## src/rtl/rf_wb_arbiter.sv

```systemverilog
// Round-robin arbiter sharing the register-file write port among N_REQ write-back sources.
// One registered stage drives the RF and doubles as a forwarding tap; define WB_STATS_EN for grant/conflict counters.
module rf_wb_arbiter #(
  parameter int N_REQ  = 3,
  parameter int XLEN   = 32,
  parameter int REG_AW = 5
) (
  input  logic                     clk,
  input  logic                     rst_n,
  input  logic [N_REQ-1:0]         req_valid,
  input  logic [N_REQ*REG_AW-1:0]  req_rd,
  input  logic [N_REQ*XLEN-1:0]    req_data,
  output logic [N_REQ-1:0]         req_ready,
  output logic                     wb_write_e,
  output logic [REG_AW-1:0]        wb_rd,
  output logic [XLEN-1:0]          wb_write_d,
  output logic                     fwd_valid,
  output logic [REG_AW-1:0]        fwd_rd,
  output logic [XLEN-1:0]          fwd_data
`ifdef WB_STATS_EN
  ,
  input  logic                     stat_clr,
  output logic [N_REQ*16-1:0]      stat_grants,
  output logic [15:0]              stat_conflicts
`endif
);

  localparam int                PTR_W = $clog2(N_REQ);
  localparam logic [PTR_W:0]    N_L   = (PTR_W+1)'(N_REQ);
  localparam logic [PTR_W-1:0]  LAST  = PTR_W'(N_REQ-1);

  logic [PTR_W-1:0]  rr_ptr;
  logic [PTR_W-1:0]  gnt_idx;
  logic [PTR_W-1:0]  nxt_ptr;
  logic [N_REQ-1:0]  rot;
  logic [PTR_W:0]    off;
  logic [PTR_W:0]    sum;
  logic              found;
  logic [N_REQ-1:0]  grant;
  logic [REG_AW-1:0] sel_rd;
  logic [XLEN-1:0]   sel_data;

  logic              vld_p1;
  logic [REG_AW-1:0] rd_p1;
  logic [XLEN-1:0]   data_p1;

  // Stage p0: rotate requests so rr_ptr sits at bit 0, take the lowest set bit, map back.
  always_comb begin
    rot   = N_REQ'({req_valid, req_valid} >> rr_ptr);
    found = |rot;
    off   = '0;
    for (int k = N_REQ-1; k >= 0; k--) begin
      if (rot[k]) off = (PTR_W+1)'(k);
    end
    sum = {1'b0, rr_ptr} + off;
    if (sum >= N_L) sum = sum - N_L;
    gnt_idx = sum[PTR_W-1:0];
    nxt_ptr = (gnt_idx == LAST) ? '0 : gnt_idx + PTR_W'(1);
    grant    = '0;
    sel_rd   = '0;
    sel_data = '0;
    for (int i = 0; i < N_REQ; i++) begin
      if (found && (gnt_idx == PTR_W'(i))) begin
        grant[i] = 1'b1;
        sel_rd   = req_rd[i*REG_AW +: REG_AW];
        sel_data = req_data[i*XLEN +: XLEN];
      end
    end
  end

  assign req_ready = rst_n ? grant : '0;

  // Stage p1: registered RF write; rd == x0 is consumed but never raises the enable.
  always_ff @(posedge clk or negedge rst_n) begin
    if (!rst_n) begin
      rr_ptr  <= '0;
      vld_p1  <= 1'b0;
      rd_p1   <= '0;
      data_p1 <= '0;
    end else begin
      vld_p1 <= found && (sel_rd != '0);
      if (found) begin
        rr_ptr  <= nxt_ptr;
        rd_p1   <= sel_rd;
        data_p1 <= sel_data;
      end
    end
  end

  assign wb_write_e = vld_p1;
  assign wb_rd      = rd_p1;
  assign wb_write_d = data_p1;
  assign fwd_valid  = vld_p1;
  assign fwd_rd     = rd_p1;
  assign fwd_data   = data_p1;

`ifdef WB_STATS_EN
  function automatic logic [15:0] sat_inc(input logic [15:0] c);
    return (c == 16'hFFFF) ? c : c + 16'd1;
  endfunction

  logic [15:0] grant_cnt [N_REQ];
  logic [15:0] conflict_cnt;
  logic        multi_vld;

  // Clearing the lowest set bit leaves something only when two or more are set.
  assign multi_vld = |(req_valid & (req_valid - N_REQ'(1)));

  always_ff @(posedge clk or negedge rst_n) begin
    if (!rst_n) begin
      for (int i = 0; i < N_REQ; i++) grant_cnt[i] <= '0;
      conflict_cnt <= '0;
    end else if (stat_clr) begin
      for (int i = 0; i < N_REQ; i++) grant_cnt[i] <= '0;
      conflict_cnt <= '0;
    end else begin
      for (int i = 0; i < N_REQ; i++) begin
        if (grant[i]) grant_cnt[i] <= sat_inc(grant_cnt[i]);
      end
      if (multi_vld) conflict_cnt <= sat_inc(conflict_cnt);
    end
  end

  for (genvar g = 0; g < N_REQ; g++) begin : g_stat
    assign stat_grants[g*16 +: 16] = grant_cnt[g];
  end
  assign stat_conflicts = conflict_cnt;
`endif

endmodule
```

## config.mk

```make
export PLATFORM = sky130hd
export DESIGN_NAME = rf_wb_arbiter
export DESIGN_NICKNAME = d
export VERILOG_FILES = /design/src/rtl/rf_wb_arbiter.sv
export SDC_FILE = /design/constraint.sdc
export NUM_CORES = 1
export LEC_CHECK = 0
export BUFFER_PORTS_ARGS = -buffer_cell sky130_fd_sc_hd__buf_2
export CORE_MARGIN = 10
export CORE_UTILIZATION = 40
export DETAILED_ROUTE_END_ITERATION = 6
export PLACE_DENSITY_LB_ADDON = 0.12
export SETUP_SLACK_MARGIN = 0.2
export SKIP_CTS_REPAIR_TIMING = 1
export SYNTH_ARGS = -nofsm -noshare
export SYNTH_HDL_FRONTEND = slang
export SYNTH_SLANG_ARGS = --single-unit
```

## constraint.sdc

```tcl
create_clock -name clk -period 3.8 [get_ports clk]
set_input_delay 0.76 -clock clk [delete_from_list [all_inputs] [get_ports clk]]
set_output_delay 0.76 -clock clk [all_outputs]
set_load 0.01 [all_outputs]
```

==> impl_metrics.tcl <==
set metrics [dict create \
    drt_iter0_markers 50 \
    numCtsBuffers 5 \
    cpMostUsedCell "inv_2" \
    dr.pass1.iters 4 \
    antenna_cells 0 \
    path_max_fanout 4 \
    worstPathRequired_ps 3040 \
    fin_cells 580 \
    grt_antenna_before_repair 0 \
    io_buffer_count 194 \
    place_hpwl_um 7963 \
    wire_per_inst_um 17.22 \
    place.gp.congestion 0.8869 \
    netlist_area_mm2 0.003137 \
    dr.max_layer_used "met4" \
    cts.sinks 40 \
    grt_first_pass_wirelength_um 15120 \
    powerDensity_mw_per_mm2 1411 \
    core_mm2 0.007687 \
    maxSlewViolCount 0 \
    cp-end-kind "output pin" \
    setup_tns_ps 0 \
    maxSlewHeadroom_pct 61.56 \
    hold_viol 0 \
    syn_inst 305 \
    cts_buffer_depth 2 \
    io_pins 195 \
    hold_class "register to register" \
    worstSetupStartpoint "req_valid[1]" \
    crit_chain "buf_6 > inv_2 > and4_1 > a311o_1 > ha_2 > inv_2 > fa_2 > inv_2 > ha_4 > nand4b_1 > o21ai_1 > nor3_2 > buf_2" \
    synth_ff_type "dfrtp_1" \
    grt_usage_pct 15.83 \
    wl_met2_um 4769 \
    grt_max_degree 43 \
    rows 32 \
    finalCriticalPeriod_ps 3709 \
    ant_nets 0 \
    rsz0062_at_grt "yes" \
    synthArstFlopShare_pct 100.0 \
    wl_met3_um 1012 \
    dieWidth_um 108.6 \
    ys_seq_elements 40 \
    finalSetupViolCount 0 \
    setup_ws_ps 91.06 \
    grt_pass1_vias 3060 \
    synthToLayoutAreaGrowth_pct 37.42 \
    cts_tree "yes" \
    startpoint_type "input port" \
    syn_nets 424 \
    seq_area_frac_synth_pct 31.91 \
    cp_slowest_cell "fa_2" \
    synth.distinct_cells 45 \
    drc 0 \
    clkTransAtPathRegs_ps 70 \
    syn_avg_cell_area_um2 10.28 \
    cp_data_arrival_time_ps 2950 \
    final_util_pct 56.07 \
    fp.dieH_um 108.6 \
    yosys_warnings 0 \
    wirelength_um 9988 \
    peakVddDrop_mv 0.6709 \
    cap_viol_max_count 0 \
    viasPerCell 5.019 \
    holdCritStartpoint "fwd_data[5]" \
    drive_gt1_share_pct 65.48 \
    die_area_mm2 0.01178 \
    vias 2911 \
    root_buffer "clkbuf_8" \
    pre_cts_slack_ps -108.5 \
    nets 597 \
    fmax_mhz 269.6 \
    synth_edf_count 0 \
    worst-setup-path-type "input port to output pin" \
    max_stage_delay_ps 440 \
    globalRouteOverflowTotal 0 \
    path_delay_family "adder cells" \
    finalCritPeriodShare_pct 97.60 \
    leakage_nw 2.184 \
    wl_met1_um 4070 \
    clk_latency_ps 290 \
    reg2reg_from "rr_ptr[0]" \
    fin_skew_ps 6.710 \
    worstMarginPinSlew_ps 576.6 \
    crit_buf_inv 5 \
    h-tree-depth 2 \
    start_util_pct 40.80 \
    status "finished clean" \
    place_inst 563 \
    report.power.total_mw 6.083 \
]
-- placed cells by master (no fill, tap or decap), types with 2 or more instances in the layout --
cell / count
o211ai_1: 3
nand3_1: 2
nor2_1: 73
nor4_1: 2
nand2_1: 4
o21ai_1: 3
clkbuf_8: 5
nor3_1: 2
buf_6: 4
inv_2: 5
a31oi_1: 3
mux2_4: 30
mux2_1: 5
nor3_2: 2
a221oi_2: 29
buf_4: 25
nor3_4: 2
dfrtp_1: 39
mux2i_1: 2
buf_12: 6
a221oi_1: 5
buf_2: 191
o21ai_0: 3
o31ai_1: 2
a21oi_1: 2
-- per-layer routing --
| metal | up-vias | GRT usage [%] |
|---|---|---|
| met5 | - | 0 |
| met4 | 0 | 4.426 |
| met3 | 13 | 6.246 |
| met2 | 139 | 26.42 |
| met1 | 1343 | 18.45 |
| li1 | 1416 | - |
-- worst min-delay path, delay by kind of cell, from the launching register on --
kind	cells	cell delay, ps
flops	1	350
simple gates	2	130
-- kinds of logic (layout without fill, tap and decap cells) --
group	Yosys count	in the layout	synth area share [%]
and+or+nand+nor	95	95	13.44
buffers and inverters	67	240	14.56
AOI/OAI and AO/OA	62	62	21.58
DFF	40	40	31.91
muxes	37	37	16.79
adders and majority gates	3	3	1.436
xor gates and xnor gates	1	1	0.2793
-- per-stage QoR --
stage	area [um^2]	hold WS (ps)
floorplan	3198	464.4
global placement	4080	503.4
detailed placement	4080	515.2
CTS	4158	533.5
global route	4310	556.2
finish	4310	523.1
-- state kept, by name (all words and copies together) (netlist names) --
name       cells
fwd_data      32
fwd_rd         5
rr_ptr         2
fwd_valid      1
-- cells in the mapped netlist, types with 2 or more instances --
cell type  instances  area, um^2
inv_1              6       22.52
dfrtp_1           40        1001
nor4_1             3       18.77
o31ai_1            2       15.01
a221oi_1           5       43.79
nor2_1            73       274.0
o211ai_1           3       22.52
nand3_1            2       10.01
buf_2              5       25.02
buf_6              5       56.30
a21oi_1            2       10.01
nor3_1             5       25.02
a31oi_1            4       25.02
a221oi_2          29       435.4
ha_1               2       25.02
nand2_1            4       15.01
o21a_1             2       15.01
clkbuf_1           6       22.52
mux2i_1            2       20.02
mux2_4            30       450.4
mux2_1             5       56.30
o21ai_0            5       25.02
buf_4             43       322.8
-- final cells by class --
type | count | area, um^2
Clock buffer | 6 | 72.57
Inverter | 7 | 33.78
Sequential cell | 40 | 1002
Fill cell | 725 | 3377
Timing Repair Buffer | 226 | 1309
Tap cell | 102 | 127.6
Multi-Input combinational cell | 198 | 1760
Clock inverter | 1 | 5.005
-- worst paths after layout --
| path | depth (start not counted) | endpoint | slack, ps |
|---|---|---|---|
| min in group asynchronous | 2 | fwd_data[7] | 610 |
| max in group asynchronous | 2 | rr_ptr[0] | 2810 |
| min | 2 | fwd_data[5] | 520 |
| min reg2reg | 2 | fwd_data[5] | 520 |
| max | 13 | req_ready[2] | 90 |
| max reg2reg | 14 | fwd_data[17] | 370 |
-- report_power, final --
part / switching, mW / total, mW / leakage (nW) / internal, mW
clock: 0.138 / 0.263 / 0.0410 / 0.125
sequential: 0.180 / 0.867 / 0.475 / 0.687
combinational: 2.35 / 4.95 / 1.67 / 2.60
(Power assumes the default switching activity.)
